## config.mk

```make
export PLATFORM = sky130hd
export DESIGN_NAME = power2round_skdecode_flat
export DESIGN_NICKNAME = d
export VERILOG_FILES = /design/src/rtl/power2round_skdecode_pkg.sv /design/src/rtl/power2round_skdecode_if.sv /design/src/rtl/power2round_skdecode_coef.sv /design/src/rtl/power2round_skdecode.sv /design/src/flat_wrapper.sv
export SDC_FILE = /design/constraint.sdc
export NUM_CORES = 1
export LEC_CHECK = 0
export ABC_AREA = 1
export CORE_ASPECT_RATIO = 1.75
export CORE_MARGIN = 8
export CORE_UTILIZATION = 40
export CTS_CLUSTER_SIZE = 8
export DETAILED_ROUTE_END_ITERATION = 8
export MAX_ROUTING_LAYER = met4
export PLACE_DENSITY = 0.56
export RECOVER_POWER = 25
export SLEW_MARGIN = 20
export SYNTH_ARGS = -nofsm -noshare
export SYNTH_HDL_FRONTEND = slang
export SYNTH_SLANG_ARGS = --single-unit
```

## constraint.sdc

```tcl
create_clock -name clk -period 4.8 [get_ports clk]
set_input_delay 0.48 -clock clk [delete_from_list [all_inputs] [get_ports clk]]
set_output_delay 0.48 -clock clk [all_outputs]
set_load 0.01 [all_outputs]
```

## src/rtl/power2round_skdecode_pkg.sv

```systemverilog
// Shared constants for the t0 sk-decode path (ML-DSA parameters, stream geometry).
package power2round_skdecode_pkg;
  localparam int REG_SIZE  = 23;
  localparam int MLDSA_Q   = 8380417;
  localparam int MLDSA_D   = 13;
  localparam int MLDSA_N   = 256;
  localparam int IN_W      = 32;
  localparam int BUF_W     = 64;
  localparam int NUM_WORDS = MLDSA_N * MLDSA_D / IN_W;  // 104
  localparam int OFFSET    = 1 << (MLDSA_D - 1);        // 4096
  localparam int CNT_W     = 7;                         // holds 0..64 and 0..104
  localparam int COEF_CW   = $clog2(MLDSA_N);           // wraps on the 256th pop
endpackage

```

## src/rtl/power2round_skdecode_if.sv

```systemverilog
// Handshake bundle between the sk word reader, the decoder and the coefficient sink.
interface power2round_skdecode_if;
  import power2round_skdecode_pkg::*;

  logic                start;
  logic [IN_W-1:0]     in_data;
  logic                in_valid;
  logic                in_ready;
  logic [REG_SIZE-1:0] coef_o;
  logic                coef_valid;
  logic                coef_ready;
  logic                busy;
  logic                done;

  modport master (
    output start, in_data, in_valid, coef_ready,
    input  in_ready, coef_o, coef_valid, busy, done
  );

  modport slave (
    input  start, in_data, in_valid, coef_ready,
    output in_ready, coef_o, coef_valid, busy, done
  );
endinterface

```

## src/rtl/power2round_skdecode_coef.sv

```systemverilog
// Maps one packed 13-bit t0 field back to its coefficient in [0,Q): r0 = 4096 - field mod Q.
module power2round_skdecode_coef
  import power2round_skdecode_pkg::*;
(
  input  logic [MLDSA_D-1:0]  field,
  output logic [REG_SIZE-1:0] coef
);
  logic signed [REG_SIZE:0] t;
  logic signed [REG_SIZE:0] r;
  logic                     r_msb_unused;

  // t spans -4095..4096, so a single conditional add of Q lands in range.
  always_comb begin
    t = $signed((REG_SIZE+1)'(OFFSET)) - $signed({{(REG_SIZE+1-MLDSA_D){1'b0}}, field});
    r = t[REG_SIZE] ? t + $signed((REG_SIZE+1)'(MLDSA_Q)) : t;
  end

  assign {r_msb_unused, coef} = r;
endmodule

```

## src/rtl/power2round_skdecode.sv

```systemverilog
// t0 sk-decode: unpacks 104 x 32-bit words into 256 x 13-bit fields and emits mod-Q coefficients.
module power2round_skdecode
  import power2round_skdecode_pkg::*;
(
  input  logic                 clk,
  input  logic                 rst,
  power2round_skdecode_if.slave bus
);
  typedef enum logic [1:0] {IDLE, RUN, DONE} state_t;

  state_t               state, state_nxt;
  logic [BUF_W-1:0]     bit_buf, buf_nxt;
  logic [CNT_W-1:0]     cnt, words_in, wr_pos;
  logic [COEF_CW-1:0]   coef_cnt;
  logic [REG_SIZE-1:0]  coef_map;
  logic                 push, pop;

  // Ready/valid depend on registers only, so the source sees no combinational loop.
  assign bus.in_ready   = (state == RUN) && (cnt <= CNT_W'(IN_W)) && (words_in < CNT_W'(NUM_WORDS));
  assign bus.coef_valid = (state == RUN) && (cnt >= CNT_W'(MLDSA_D));
  assign push = bus.in_valid & bus.in_ready;
  assign pop  = bus.coef_valid & bus.coef_ready;

  power2round_skdecode_coef u_coef (
    .field (bit_buf[MLDSA_D-1:0]),
    .coef  (coef_map)
  );

  // Outputs read as zero whenever nothing is offered (including reset).
  assign bus.coef_o = bus.coef_valid ? coef_map : '0;

  // State register.
  always_ff @(posedge clk) begin
    if (rst) state <= IDLE;
    else     state <= state_nxt;
  end

  // Next state: the 256th coefficient handshake ends the polynomial.
  always_comb begin
    state_nxt = state;
    case (state)
      IDLE:    if (bus.start) state_nxt = RUN;
      RUN:     if (pop && (coef_cnt == COEF_CW'(MLDSA_N - 1))) state_nxt = DONE;
      DONE:    state_nxt = IDLE;
      default: state_nxt = IDLE;
    endcase
  end

  // Status outputs; busy covers the DONE cycle and drops right after it.
  always_comb begin
    bus.busy = (state != IDLE);
    bus.done = (state == DONE);
  end

  // Buffer update: pop shifts first, then the new word lands just above the surviving bits.
  always_comb begin
    wr_pos  = cnt - (pop ? CNT_W'(MLDSA_D) : '0);
    buf_nxt = pop ? (bit_buf >> MLDSA_D) : bit_buf;
    if (push) buf_nxt = buf_nxt | ({{(BUF_W-IN_W){1'b0}}, bus.in_data} << wr_pos);
  end

  // Buffer and counters; cleared whenever not running so each start begins empty.
  always_ff @(posedge clk) begin
    if (rst || (state != RUN)) begin
      bit_buf  <= '0;
      cnt      <= '0;
      words_in <= '0;
      coef_cnt <= '0;
    end else begin
      bit_buf  <= buf_nxt;
      cnt      <= cnt + (push ? CNT_W'(IN_W) : '0) - (pop ? CNT_W'(MLDSA_D) : '0);
      words_in <= words_in + CNT_W'(push);
      coef_cnt <= coef_cnt + COEF_CW'(pop);
    end
  end
endmodule
```

## src/flat_wrapper.sv

```systemverilog
// flat-port wrapper written by rule: the top's interface ports become plain ports
module power2round_skdecode_flat import power2round_skdecode_pkg::*;
  (clk, rst, bus_start, bus_in_data, bus_in_valid, bus_coef_ready, bus_in_ready, bus_coef_o, bus_coef_valid, bus_busy, bus_done);
  power2round_skdecode_if bus_i ();
  input  logic clk;
  input  logic rst;
  input wire logic [$bits(bus_i.start)-1:0] bus_start;
  input wire logic [$bits(bus_i.in_data)-1:0] bus_in_data;
  input wire logic [$bits(bus_i.in_valid)-1:0] bus_in_valid;
  input wire logic [$bits(bus_i.coef_ready)-1:0] bus_coef_ready;
  output wire logic [$bits(bus_i.in_ready)-1:0] bus_in_ready;
  output wire logic [$bits(bus_i.coef_o)-1:0] bus_coef_o;
  output wire logic [$bits(bus_i.coef_valid)-1:0] bus_coef_valid;
  output wire logic [$bits(bus_i.busy)-1:0] bus_busy;
  output wire logic [$bits(bus_i.done)-1:0] bus_done;
  assign bus_i.start = bus_start;
  assign bus_i.in_data = bus_in_data;
  assign bus_i.in_valid = bus_in_valid;
  assign bus_i.coef_ready = bus_coef_ready;
  assign bus_in_ready = bus_i.in_ready;
  assign bus_coef_o = bus_i.coef_o;
  assign bus_coef_valid = bus_i.coef_valid;
  assign bus_busy = bus_i.busy;
  assign bus_done = bus_i.done;
  power2round_skdecode u_core (.clk(clk), .rst(rst), .bus(bus_i));
endmodule
```

==> results by stage <==
Detailed routing:
- The number of vias after detailed routing is about 7.7k.
- The total wirelength of the detailed-routed design is ~24000 um.
- The via count normalized by instance count is roughly 5.6.
- In the routed design, unresolved DRC markers number 0.
- For this run, the detailed router's first-pass iteration total came to 8.
- After detailed routing, the average wire length per cell comes to 17.6 um.
- The count of nets left with antenna violations once routing finished came out at 0.
- The detailed router's first-iteration violation count is 501.

Timing:
- The max-slew violation total from the final report is 0.
- The number of failing setup endpoints in the final timing report is 0.
- The hold violation total from the final report is 0.
- The smallest clock period supported by the final layout is computed as 4050 ps.
- Headroom to the max-slew limit came out at 0.0992.
- Setup repair after global routing left no endpoint under its margin.
- The maximum achievable frequency is 247 MHz.
- The share of the clock period used by the worst path after layout is 0.844.
- The hold slack is ~460 ps.
- After routing, the total negative slack on setup checks comes to 0 ps.
- The setup clock skew after layout is about 11 ps.
- The transition time at the pin with the least slew margin is 1350 ps.

Setup path:
- Of all nets on the critical path, the largest fanout is 35.
- The logic depth of the worst register-to-register path is 16.
- The data required time of the worst path is ~5000 ps.
- The capturing point of the worst reg2reg path is u_core.bit_buf[57].
- The critical path in this run is classified as reg -> reg.
- The critical path data arrival time is around 4300 ps.
- The worst setup path is launched from a register.
- Following the worst setup path forward leads to its endpoint at u_core.bit_buf[57].
- The worst setup path is captured at a register.
- The worst register-to-register path has a setup slack of around 750 ps.
- The worst setup path startpoint is u_core.cnt[4].
- The startpoint of the lowest-slack register-to-register path is u_core.cnt[4].

Clocking:
- The count of buffers added by post-CTS timing repair for setup is 0.
- After clock tree synthesis, the clock-pin slew on the worst setup and hold paths is 70 ps.
- CTS built an H-tree with a depth of 3.
- The longest clock path from root to sink contains 2 buffers.
- The post-cts repair resize count is 0.
- The cell sitting at the root of the clock tree is a sky130_fd_sc_hd__clkbuf_16.
- Counting every sink on the clock net gives 88.
- The TritonCTS clock tree is yes.
- The clock insertion delay at the later pin of the skew report is ~340 ps.
- The total of hold buffers inserted after clock tree synthesis is 0.
- Buffers inserted during clock tree synthesis total 9.

Floorplanning:
- For this configuration, the core starts out at a cell density of 0.408.
- After floorplanning, the core was sized to cover about 0.018 mm2.
- The I/O pin total is 64.
- The floorplan has 64 rows.
- The die span in y is 193 um.
- The floorplan die area is 0.0226 mm2.
- Measured along the x axis, the die boundary spans around 120 um.

Final layout:
- Summing all multi-input logic gate instances after layout gives 0.00474 mm2.
- The storage element area is approximately 0.0018 mm2.
- Of the cells placed in the final design, the portion with a size suffix greater than 1 is 0.0492.
- The area growth from synthesis to layout is 13.3%.
- The post-layout net count is ~1.2k.
- After filler insertion, the fill cell instance count of the layout stands at ~1.9k.
- The number of diodes added for antenna fixing is 0.

Synth:
- The sequential area share after synthesis is 0.246.
- The synthesized netlist contains 42 unique library cells.
- The cell count after synthesis came out at ~1.1k.
- The synthesized design contains 0 enable-type register cells.
- Dividing the synthesized area by the synthesized cell count gives between 6 and 7 um2.
- Synthesis produced a netlist with a net count of about 1.2k.
- The largest area contributor in the netlist is sky130_fd_sc_hd__dfxtp_1.
- The post-synthesis instance area is 0.00715 mm2.
- The count of state elements after synthesis is roughly 90.
- The post-synthesis async set-or-reset flop share is 0.
- Counting instances in the post-synthesis netlist gives the leading cell types as sky130_fd_sc_hd__nand3_1, sky130_fd_sc_hd__nand2_1, sky130_fd_sc_hd__dfxtp_1.
- For this run, the leading register cell type out of synthesis is sky130_fd_sc_hd__dfxtp_1.
- The share of synthesized area in the top cell type comes to 0.246.
- The Yosys step of the flow raised 0 warnings.
- Sorting the synthesized cells by area gives the leading types as sky130_fd_sc_hd__dfxtp_1, sky130_fd_sc_hd__nand3_1, sky130_fd_sc_hd__nand2_1.
- The most numerous cell in the Yosys netlist is sky130_fd_sc_hd__nand3_1.

Place:
- The final RePlAce weighted congestion is 1.01.
- The number of port buffers is between 60 and 70.
- After legalization and detailed placement, the total HPWL measured between 15000 and 20000 um.

GRT:
- The most congested layer reported by global routing is met2.
- The number of global-route vias before repair was 7252.
- In the global route stage, met3 resource usage came out at 0.0163.
- The number of antenna violations at the first check in global routing is 0.
- For this run, global-route usage on met2 was measured as 0.379.
- The first-pass GRT wire length is approximately 39000 um.
- Entering global routing, the biggest net connects a little under 80 pins.
- The total global routing track utilization is 0.227.
- The global-route met1 utilization is 0.260.
- The leftover overflow at the end of global routing is 0.

Hold path:
- The worst min-delay path category is reg -> reg.
- Counting instances, the worst hold path has a depth of 2.

Power:
- IR analysis of the VDD net gives a maximum drop of approximately 0.00019 V.
- The leakage component of the power is between 3 and 4 nW.
- In this run the power density over the cells is 311 mW/mm2.

Flow run:
- The max-cap check violation count is 0.

Run status:
- The run finished with clean final reports.
[placed cells by master, fill, tap and decap left out, types with 4 or more instances in the layout]
master,n
sky130_fd_sc_hd__inv_2,7
sky130_fd_sc_hd__nand3_1,351
sky130_fd_sc_hd__inv_1,65
sky130_fd_sc_hd__xor2_1,5
sky130_fd_sc_hd__o21ai_1,12
sky130_fd_sc_hd__o31ai_1,4
sky130_fd_sc_hd__dlygate4sd3_1,4
sky130_fd_sc_hd__o21ai_0,37
sky130_fd_sc_hd__nand2_2,6
sky130_fd_sc_hd__ha_1,15
sky130_fd_sc_hd__dfxtp_1,88
sky130_fd_sc_hd__clkdlybuf4s50_1,59
sky130_fd_sc_hd__nor2_1,67
sky130_fd_sc_hd__o21a_1,5
sky130_fd_sc_hd__nand2_1,225
sky130_fd_sc_hd__nor3_1,14
sky130_fd_sc_hd__buf_4,15
sky130_fd_sc_hd__nand4_1,15
sky130_fd_sc_hd__clkbuf_16,9
sky130_fd_sc_hd__a21oi_1,81
sky130_fd_sc_hd__mux2i_1,37
[state kept, by name, indices dropped and copies added (netlist names)]
| signal | flops |
|---|---|
| u_core.bit_buf | 64 |
| u_core.cnt | 7 |
| u_core.coef_cnt | 8 |
| u_core.state | 2 |
| u_core.words_in | 7 |
[cell type report]
class                   count  share of cell area
inverters                  74              0.0343
repair buffers             79              0.0923
well taps                 231              0.0357
clock inverters             4             0.00355
flip-flops and latches     88               0.218
clock buffers              11              0.0312
multi-input cells         903               0.585
[worst min path at each step]
stage / from / to / slack, ps
6_report: u_core.bit_buf[52] / u_core.bit_buf[52] / 460
5_1_grt: u_core.bit_buf[62] / u_core.bit_buf[62] / 480
3_5_place_dp: u_core.bit_buf[57] / u_core.bit_buf[57] / 460
3_3_place_gp: u_core.bit_buf[51] / u_core.bit_buf[51] / 460
4_1_cts: u_core.bit_buf[57] / u_core.bit_buf[57] / 470
2_1_floorplan: u_core.coef_cnt[7] / u_core.state[1] / 440
[power by group]
| part | leakage (nW) | internal, mW | total [mW] | switching [mW] |
|---|---|---|---|---|
| Clock | 0.134 | 0.377 | 0.662 | 0.285 |
| Combinational | 2.63 | 0.314 | 1.10 | 0.782 |
| Sequential | 0.709 | 0.747 | 0.759 | 0.0124 |
| Total | 3.47 | 1.44 | 2.52 | 1.08 |
[critical path: stages (launching register included)]
cell and delay, ps:
sky130_fd_sc_hd__dfxtp_1 460, sky130_fd_sc_hd__inv_1 170, sky130_fd_sc_hd__nand2_1 100, sky130_fd_sc_hd__nor2_1 50, sky130_fd_sc_hd__nand2_1 170, sky130_fd_sc_hd__nand3_1 350
sky130_fd_sc_hd__ha_1 550, sky130_fd_sc_hd__ha_1 290, sky130_fd_sc_hd__a21oi_4 260, sky130_fd_sc_hd__nand2_1 100, sky130_fd_sc_hd__nand2_2 520, sky130_fd_sc_hd__buf_4 310
sky130_fd_sc_hd__nand2_1 110, sky130_fd_sc_hd__nand3_1 200, sky130_fd_sc_hd__nand3_1 100, sky130_fd_sc_hd__nand2_1 110, sky130_fd_sc_hd__a21oi_1 60
[metrics by stage]
step                      total power, mW   util  area, um2  cells  setup WS (ps)
after floorplan                      1.51      -       7150   1140           1400
after global placement               1.86  0.447       7840   1375            776
after detailed placement             1.86  0.447       7840   1375            788
after CTS                            2.53  0.463       8120   1390           1030
after global routing                 2.67  0.462       8100   1390            474
final                                2.52  0.462       8100   1390            750
[layer usage]
layer	up-vias	routed length, um
met5	-	0
met4	0	1350
met3	53	845
met2	247	12100
met1	3503	10100
li1	3936	-
[cells by family (layout without fill, tap and decap cells)]
family | Yosys count | in the layout | synth area share
flops | 88 | 88 | 0.246
mux | 37 | 37 | 0.0518
compound gates | 148 | 148 | 0.111
simple gates | 691 | 691 | 0.447
buf+inv | 149 | 168 | 0.0940
xor+xnor | 9 | 9 | 0.0147
fa+ha+maj | 18 | 18 | 0.0347
No activity file was read; power rests on OpenSTA's default activity.
